## src/rtl/mem_axi_bridge.sv

```systemverilog
// mem_axi_bridge: turns the CPU datapath's simple level-held memory port into
// single-beat, full-word AXI4-Lite transactions, one outstanding at a time.
module mem_axi_bridge (
  input  logic        clock,
  input  logic        reset_n,
  input  logic        mem_rd_en,
  input  logic        mem_wr_en,
  input  logic [31:0] mem_addr,
  input  logic [31:0] mem_wr_data,
  output logic        mem_rd_ready,
  output logic [31:0] mem_rd_data,
  output logic        mem_wr_ready,
  output logic        mem_err,
  output logic [31:0] m_awaddr,
  output logic [2:0]  m_awprot,
  output logic        m_awvalid,
  input  logic        m_awready,
  output logic [31:0] m_wdata,
  output logic [3:0]  m_wstrb,
  output logic        m_wvalid,
  input  logic        m_wready,
  input  logic [1:0]  m_bresp,
  input  logic        m_bvalid,
  output logic        m_bready,
  output logic [31:0] m_araddr,
  output logic [2:0]  m_arprot,
  output logic        m_arvalid,
  input  logic        m_arready,
  input  logic [31:0] m_rdata,
  input  logic [1:0]  m_rresp,
  input  logic        m_rvalid,
  output logic        m_rready
);

  typedef enum logic [2:0] {IDLE, RD_ADDR, RD_DATA, WR_REQ, WR_RESP, DONE} state_t;

  state_t      state_q, state_d;
  logic [31:0] addr_q, addr_d;
  logic [31:0] wdata_q, wdata_d;
  logic [31:0] rd_data_q, rd_data_d;
  logic        arvalid_q, arvalid_d;
  logic        rready_q, rready_d;
  logic        awvalid_q, awvalid_d;
  logic        wvalid_q, wvalid_d;
  logic        bready_q, bready_d;
  logic        rd_ready_q, rd_ready_d;
  logic        wr_ready_q, wr_ready_d;
  logic        err_q, err_d;
  logic        misaligned;
  logic        aw_done;
  logic        w_done;

  // A misaligned request is latched like any other but its valids stay low;
  // the address/request state then sees the latched low bits and skips to DONE.
  assign misaligned = (addr_q[1:0] != 2'b00);
  assign aw_done    = ~awvalid_q | m_awready;
  assign w_done     = ~wvalid_q | m_wready;

  // Next-state and registered-output computation for the transaction FSM.
  always_comb begin
    state_d    = state_q;
    addr_d     = addr_q;
    wdata_d    = wdata_q;
    rd_data_d  = rd_data_q;
    arvalid_d  = arvalid_q;
    rready_d   = rready_q;
    awvalid_d  = awvalid_q;
    wvalid_d   = wvalid_q;
    bready_d   = bready_q;
    rd_ready_d = 1'b0;
    wr_ready_d = 1'b0;
    err_d      = 1'b0;
    unique case (state_q)
      IDLE: begin
        if (mem_rd_en) begin
          addr_d    = mem_addr;
          arvalid_d = (mem_addr[1:0] == 2'b00);
          state_d   = RD_ADDR;
        end else if (mem_wr_en) begin
          addr_d    = mem_addr;
          wdata_d   = mem_wr_data;
          awvalid_d = (mem_addr[1:0] == 2'b00);
          wvalid_d  = (mem_addr[1:0] == 2'b00);
          state_d   = WR_REQ;
        end
      end
      RD_ADDR: begin
        if (misaligned) begin
          rd_ready_d = 1'b1;
          err_d      = 1'b1;
          state_d    = DONE;
        end else if (m_arready) begin
          arvalid_d = 1'b0;
          rready_d  = 1'b1;
          state_d   = RD_DATA;
        end
      end
      RD_DATA: begin
        if (m_rvalid) begin
          rd_data_d  = m_rdata;
          err_d      = (m_rresp != 2'b00);
          rd_ready_d = 1'b1;
          rready_d   = 1'b0;
          state_d    = DONE;
        end
      end
      WR_REQ: begin
        if (misaligned) begin
          wr_ready_d = 1'b1;
          err_d      = 1'b1;
          state_d    = DONE;
        end else begin
          awvalid_d = awvalid_q & ~m_awready;
          wvalid_d  = wvalid_q & ~m_wready;
          if (aw_done && w_done) begin
            bready_d = 1'b1;
            state_d  = WR_RESP;
          end
        end
      end
      WR_RESP: begin
        if (m_bvalid) begin
          err_d      = (m_bresp != 2'b00);
          wr_ready_d = 1'b1;
          bready_d   = 1'b0;
          state_d    = DONE;
        end
      end
      DONE: begin
        state_d = IDLE;
      end
      default: begin
        state_d = IDLE;
      end
    endcase
  end

  // State and output registers; reset abandons any in-flight transaction.
  always_ff @(posedge clock or negedge reset_n) begin
    if (!reset_n) begin
      state_q    <= IDLE;
      addr_q     <= 32'h0;
      wdata_q    <= 32'h0;
      rd_data_q  <= 32'h0;
      arvalid_q  <= 1'b0;
      rready_q   <= 1'b0;
      awvalid_q  <= 1'b0;
      wvalid_q   <= 1'b0;
      bready_q   <= 1'b0;
      rd_ready_q <= 1'b0;
      wr_ready_q <= 1'b0;
      err_q      <= 1'b0;
    end else begin
      state_q    <= state_d;
      addr_q     <= addr_d;
      wdata_q    <= wdata_d;
      rd_data_q  <= rd_data_d;
      arvalid_q  <= arvalid_d;
      rready_q   <= rready_d;
      awvalid_q  <= awvalid_d;
      wvalid_q   <= wvalid_d;
      bready_q   <= bready_d;
      rd_ready_q <= rd_ready_d;
      wr_ready_q <= wr_ready_d;
      err_q      <= err_d;
    end
  end

  assign mem_rd_ready = rd_ready_q;
  assign mem_rd_data  = rd_data_q;
  assign mem_wr_ready = wr_ready_q;
  assign mem_err      = err_q;
  assign m_awaddr     = addr_q;
  assign m_awprot     = 3'b000;
  assign m_awvalid    = awvalid_q;
  assign m_wdata      = wdata_q;
  assign m_wstrb      = 4'hF;
  assign m_wvalid     = wvalid_q;
  assign m_bready     = bready_q;
  assign m_araddr     = addr_q;
  assign m_arprot     = 3'b000;
  assign m_arvalid    = arvalid_q;
  assign m_rready     = rready_q;

endmodule

```

## config.mk

```make
export PLATFORM = sky130hd
export DESIGN_NAME = mem_axi_bridge
export DESIGN_NICKNAME = d
export VERILOG_FILES = /design/src/rtl/mem_axi_bridge.sv
export SDC_FILE = /design/constraint.sdc
export NUM_CORES = 1
export LEC_CHECK = 0
export CAP_MARGIN = 20
export CORE_MARGIN = 2
export CORE_UTILIZATION = 36
export DETAILED_ROUTE_END_ITERATION = 8
export PLACE_DENSITY = 0.88
export SYNTH_ARGS = -nofsm -noshare
export SYNTH_HDL_FRONTEND = slang
export SYNTH_SLANG_ARGS = --single-unit
```

## constraint.sdc

```tcl
create_clock -name clock -period 1.5 [get_ports clock]
set_input_delay 0.225 -clock clock [delete_from_list [all_inputs] [get_ports clock]]
set_output_delay 0.225 -clock clock [all_outputs]
set_load 0.1 [all_outputs]
```

* Word-level counts from Yosys, hierarchy flattened
Index checks and enable logic that the tools add are counted.
Storage, ports and cells: register bits after elaboration 107, bits of input ports 109, output and inout bits 146, logic and storage cells 94
Operators by class: eq/ne operators 16, multiplexer cells 37, bitwise operators 9, reduce and logical (&&, ||, !) cells 20
Operator list (number):
- 32-bit 2-to-1 mux | 2
- 3-bit 2-to-1 mux | 8
- 1-bit 2-to-1 mux | 18
- 2-bit != test (second input constant) | 9
- 4-bit AND reduction | 4
- 2-bit nonzero test | 8
- 3-bit one-hot mux with 5 select lines | 1
- 1-bit one-hot mux with 2 select lines | 7
- 3-bit != test (second input constant) | 3
- 3-bit by 2-bit equality test with 1-bit output (second input constant) | 2
- 1-bit NOT | 5
- 5-bit AND reduction | 1
- 2-bit AND reduction | 2
- 3-bit by 1-bit equality test with 1-bit output (second input constant) | 1
- 3-bit equality test (second input constant) | 1
- 3-bit zero test | 1
- 1-bit one-hot mux with 3 select lines | 1
- 3-bit AND reduction | 1
- 1-bit AND | 2
- 2-bit zero test | 1
- 1-bit bitwise OR | 2
- 2-bit OR reduction | 1
- 1-bit logical AND | 1

* Logic depth before layout (Yosys ltp)
depth in word-level cells 6, mapped depth 6, mapped depth without buffers 4

* Worst setup path before layout
Ideal clock, no wire load.
path kind register to register, start reg addr_q[1], in the netlist m_araddr[1], end reg state_q[0], setup time 0.124 ns, arrival time 1.583 ns, required time 1.376 ns, slack -0.207 ns, stages on the path, launching flop included 5, path buffers 0, period minus slack after synthesis 1.707 ns, cells stage by stage dfrtp_1 nor2_1 nand3_1 nor2_1 a211o_1
Between the ends: cells in the longest elaborated chain, start to end 3, elaborated cells on any way between the ends 7, classes of those cells eq/ne: 2; mux: 3; reduce/logical: 2
RTL lines:
- from (decl) | line 38 | logic [31:0] addr_q, addr_d;
- from (signal assigned) | line 155 | addr_q <= addr_d;
- 2-bit nonzero test * | line 55 | assign misaligned = (addr_q[1:0] != 2'b00);
- 3-bit != test (no source line), or another cell as far along
- 5-bit AND reduction (no source line) or 3-bit one-hot mux with 5 select lines (tied branches)
- to (signal assigned) | line 154 | state_q <= state_d;
- to (decl) | line 37 | state_t state_q, state_d;
Mark *: on every way between the ends. The rest lies on a longest branch, timed or not. A chain may end at the register's enable or synchronous reset.

* Worst setup path after layout
start reg state_q[0], end reg wdata_q[8], in the netlist m_wdata[8]
Between the ends: cells in the longest elaborated chain, start to end 2
RTL lines:
- 3-bit zero test | line 73 | unique case (state_q)
- 3-bit AND reduction (no source line)
- to (signal assigned) | line 156 | wdata_q <= wdata_d;
- to (decl) | line 39 | logic [31:0] wdata_q, wdata_d;
No other way between the ends.

==> out/metrics.yaml <==
dr.pass1.iters: 4
area_growth_pct: 94.16
wl_per_cell_um: 19.61
slowest_stage: "dfrtp_2"
fmax_mhz: 649.1
drt-met1-wl_um: 5580
cts_buffers: 9
viasPerCell: 4.603
vias: 3448
core_area_um2: 13140
critPathTopFamily: "flip-flops"
skew_ps: 7.779
mostFrequentLayoutCell: "buf_12"
cp_max_fo: 16
crit_chain: "nor3_4, buf_4, nand2_4, buf_16, mux2_4"
synthesis.area_um2: 4798
synth-edff-count: 0
violations: "setup timing"
dr_wl_met2_um: 8085
grt_pass1_wl_um: 21450
syn_inst: 325
avgSynthCellArea_um2: 14.76
drv_cap: 0
hold_violations: 0
drt-total-wl_um: 14690
yosysWarningCount: 0
slew_viol_final: 0
die_area_um2: 14270
clockBufferDepth: 2
grt_antenna_before_repair: 0
ys_seq_area_frac: 0.5580
path_clk_slew_ps: 70
route.top_layer_used: "met4"
antenna_left: 0
finalCritPeriodShare: 1.027
layout-drive-gt1-share: 0.5602
rows: 42
htree_levels: 3
mostFrequentLayoutCells: "buf_12, clkdlybuf4s50_1, mux2_4"
die_h_um: 119.5
clock-sinks: 107
finalCriticalPeriod_ps: 1541
whs_ps: 301.2
holdCritPathClass: "in -> async"
critPathKind: "reg -> reg"
gp_congestion: 0.7931
root_buffer: "clkbuf_16"
num-nets-final: 677
rrSetupSlack_ps: -40
final_cell_area_um2: 9316
async_flop_share: 1.000
ys_dominant_reg_cell: "dfrtp_1"
slowest_delay_ps: 460
dpl.hpwl_um: 11080
setup_viol: 57
cts_tree: "yes"
setup_slack_ps: -40.64
grt_max_degree: 35
ys_types: 34
grt_overflow: 0
drtIter0Drc: 196
drc_errors: 0
worstPathRequired_ps: 1720
worstSetupEndpointType: "flip-flop"
port_buffers: 244
start_util: 0.3652
critical_path_arrival_ps: 1760
rsz0062_at_grt: "true"
grt_pass1_vias: 3786
yosys_register_bits: 107
wl_met3_um: 766
n_antenna_cell: 0
die_w_um: 119.5
critPathLaunchType: "flip-flop"
track_usage: 0.1954
clock_latency_ps: 340
cp.buffers_inverters: 2
status: "finished, violations left"
place_area_um2: 8720
design.portCount: 255
[worst reg2reg max path: stages (launching register included)]
cell,delay [ps]
dfrtp_2,460
nor3_4,220
buf_4,160
nand2_4,80
buf_16,190
mux2_4,320
[state kept, by name, summed over array words and instances, names as in the netlist, 3 cells and up]
register	flops
m_araddr	32
state_q	3
mem_rd_data	32
m_wdata	32
[cell type report]
class / count / area (µm²)
inverter: 3 / 11.26
tap: 176 / 220.2
clock inverter: 2 / 10.01
sequential: 107 / 2724
fill: 831 / 3821
clock buffer: 14 / 264.0
multi-input combinational: 168 / 1858
timing repair buffer: 279 / 4229
[synthesized netlist by cell type (2+ instances only)]
master | n | area [µm²]
dfrtp_1 | 107 | 2678
mux2_4 | 57 | 855.8
buf_4 | 43 | 322.8
mux2_1 | 30 | 337.8
nor2_1 | 13 | 48.80
buf_6 | 11 | 123.9
o21ai_0 | 11 | 55.05
mux2_2 | 9 | 101.4
nand2_1 | 6 | 22.52
nor2b_1 | 4 | 25.02
nor3_1 | 4 | 20.02
a21oi_1 | 3 | 15.01
inv_1 | 3 | 11.26
conb_1 | 2 | 7.510
nand2b_1 | 2 | 12.51
nand3_1 | 2 | 10.01
[layer usage]
metal  GRT usage  vias up
li1            -     1556
met1      0.2206     1720
met2      0.3596      153
met3     0.04215       19
met4     0.07206        0
met5           0        -
[kinds of logic after synthesis]
kind of cell,synth area share
buffers and inverters,0.09648
and+or+nand+nor,0.04068
DFF,0.5580
muxes,0.2720
other,0.001565
AOI/OAI and AO/OA,0.03129
[repair_timing]
| item | 4_1_cts | 5_1_grt |
|---|---|---|
| resized for setup | 21 | 27 |
| setup endpoints to repair | 87 | 94 |
| hold buffers | 1 | 0 |
| pin swaps | 1 | 1 |
| setup buffers | 1 | 1 |
| cloned | 1 | 4 |
| endpoints found under the hold margin | 14 | 0 |
[worst paths after layout]
check,startpoint,endpoint,cells past startpoint
max in group asynchronous,reset_n,m_awvalid,3
max,state_q[0],m_wdata[8],5
max reg2reg,state_q[0],m_wdata[8],5
min,reset_n,m_wdata[5],2
min in group clock,mem_addr[2],m_araddr[2],2
min reg2reg,mem_rd_data[1],mem_rd_data[1],1
[metrics by stage]
stage            util  TNS (ps)  instances  setup WS, ps
2_1_floorplan       -         0        333         2.104
3_3_place_gp   0.6637    -12390        725        -163.3
3_5_place_dp   0.6637    -19320        725        -261.0
4_1_cts        0.6947     -1392        744        -57.15
5_1_grt        0.7091     -3640        749        -74.80
6_report       0.7091     -1184        749        -40.64
Power is left out: the tool's default activity adds up to more than one toggle a clock period on the data nets, which glitch-free logic cannot reach.
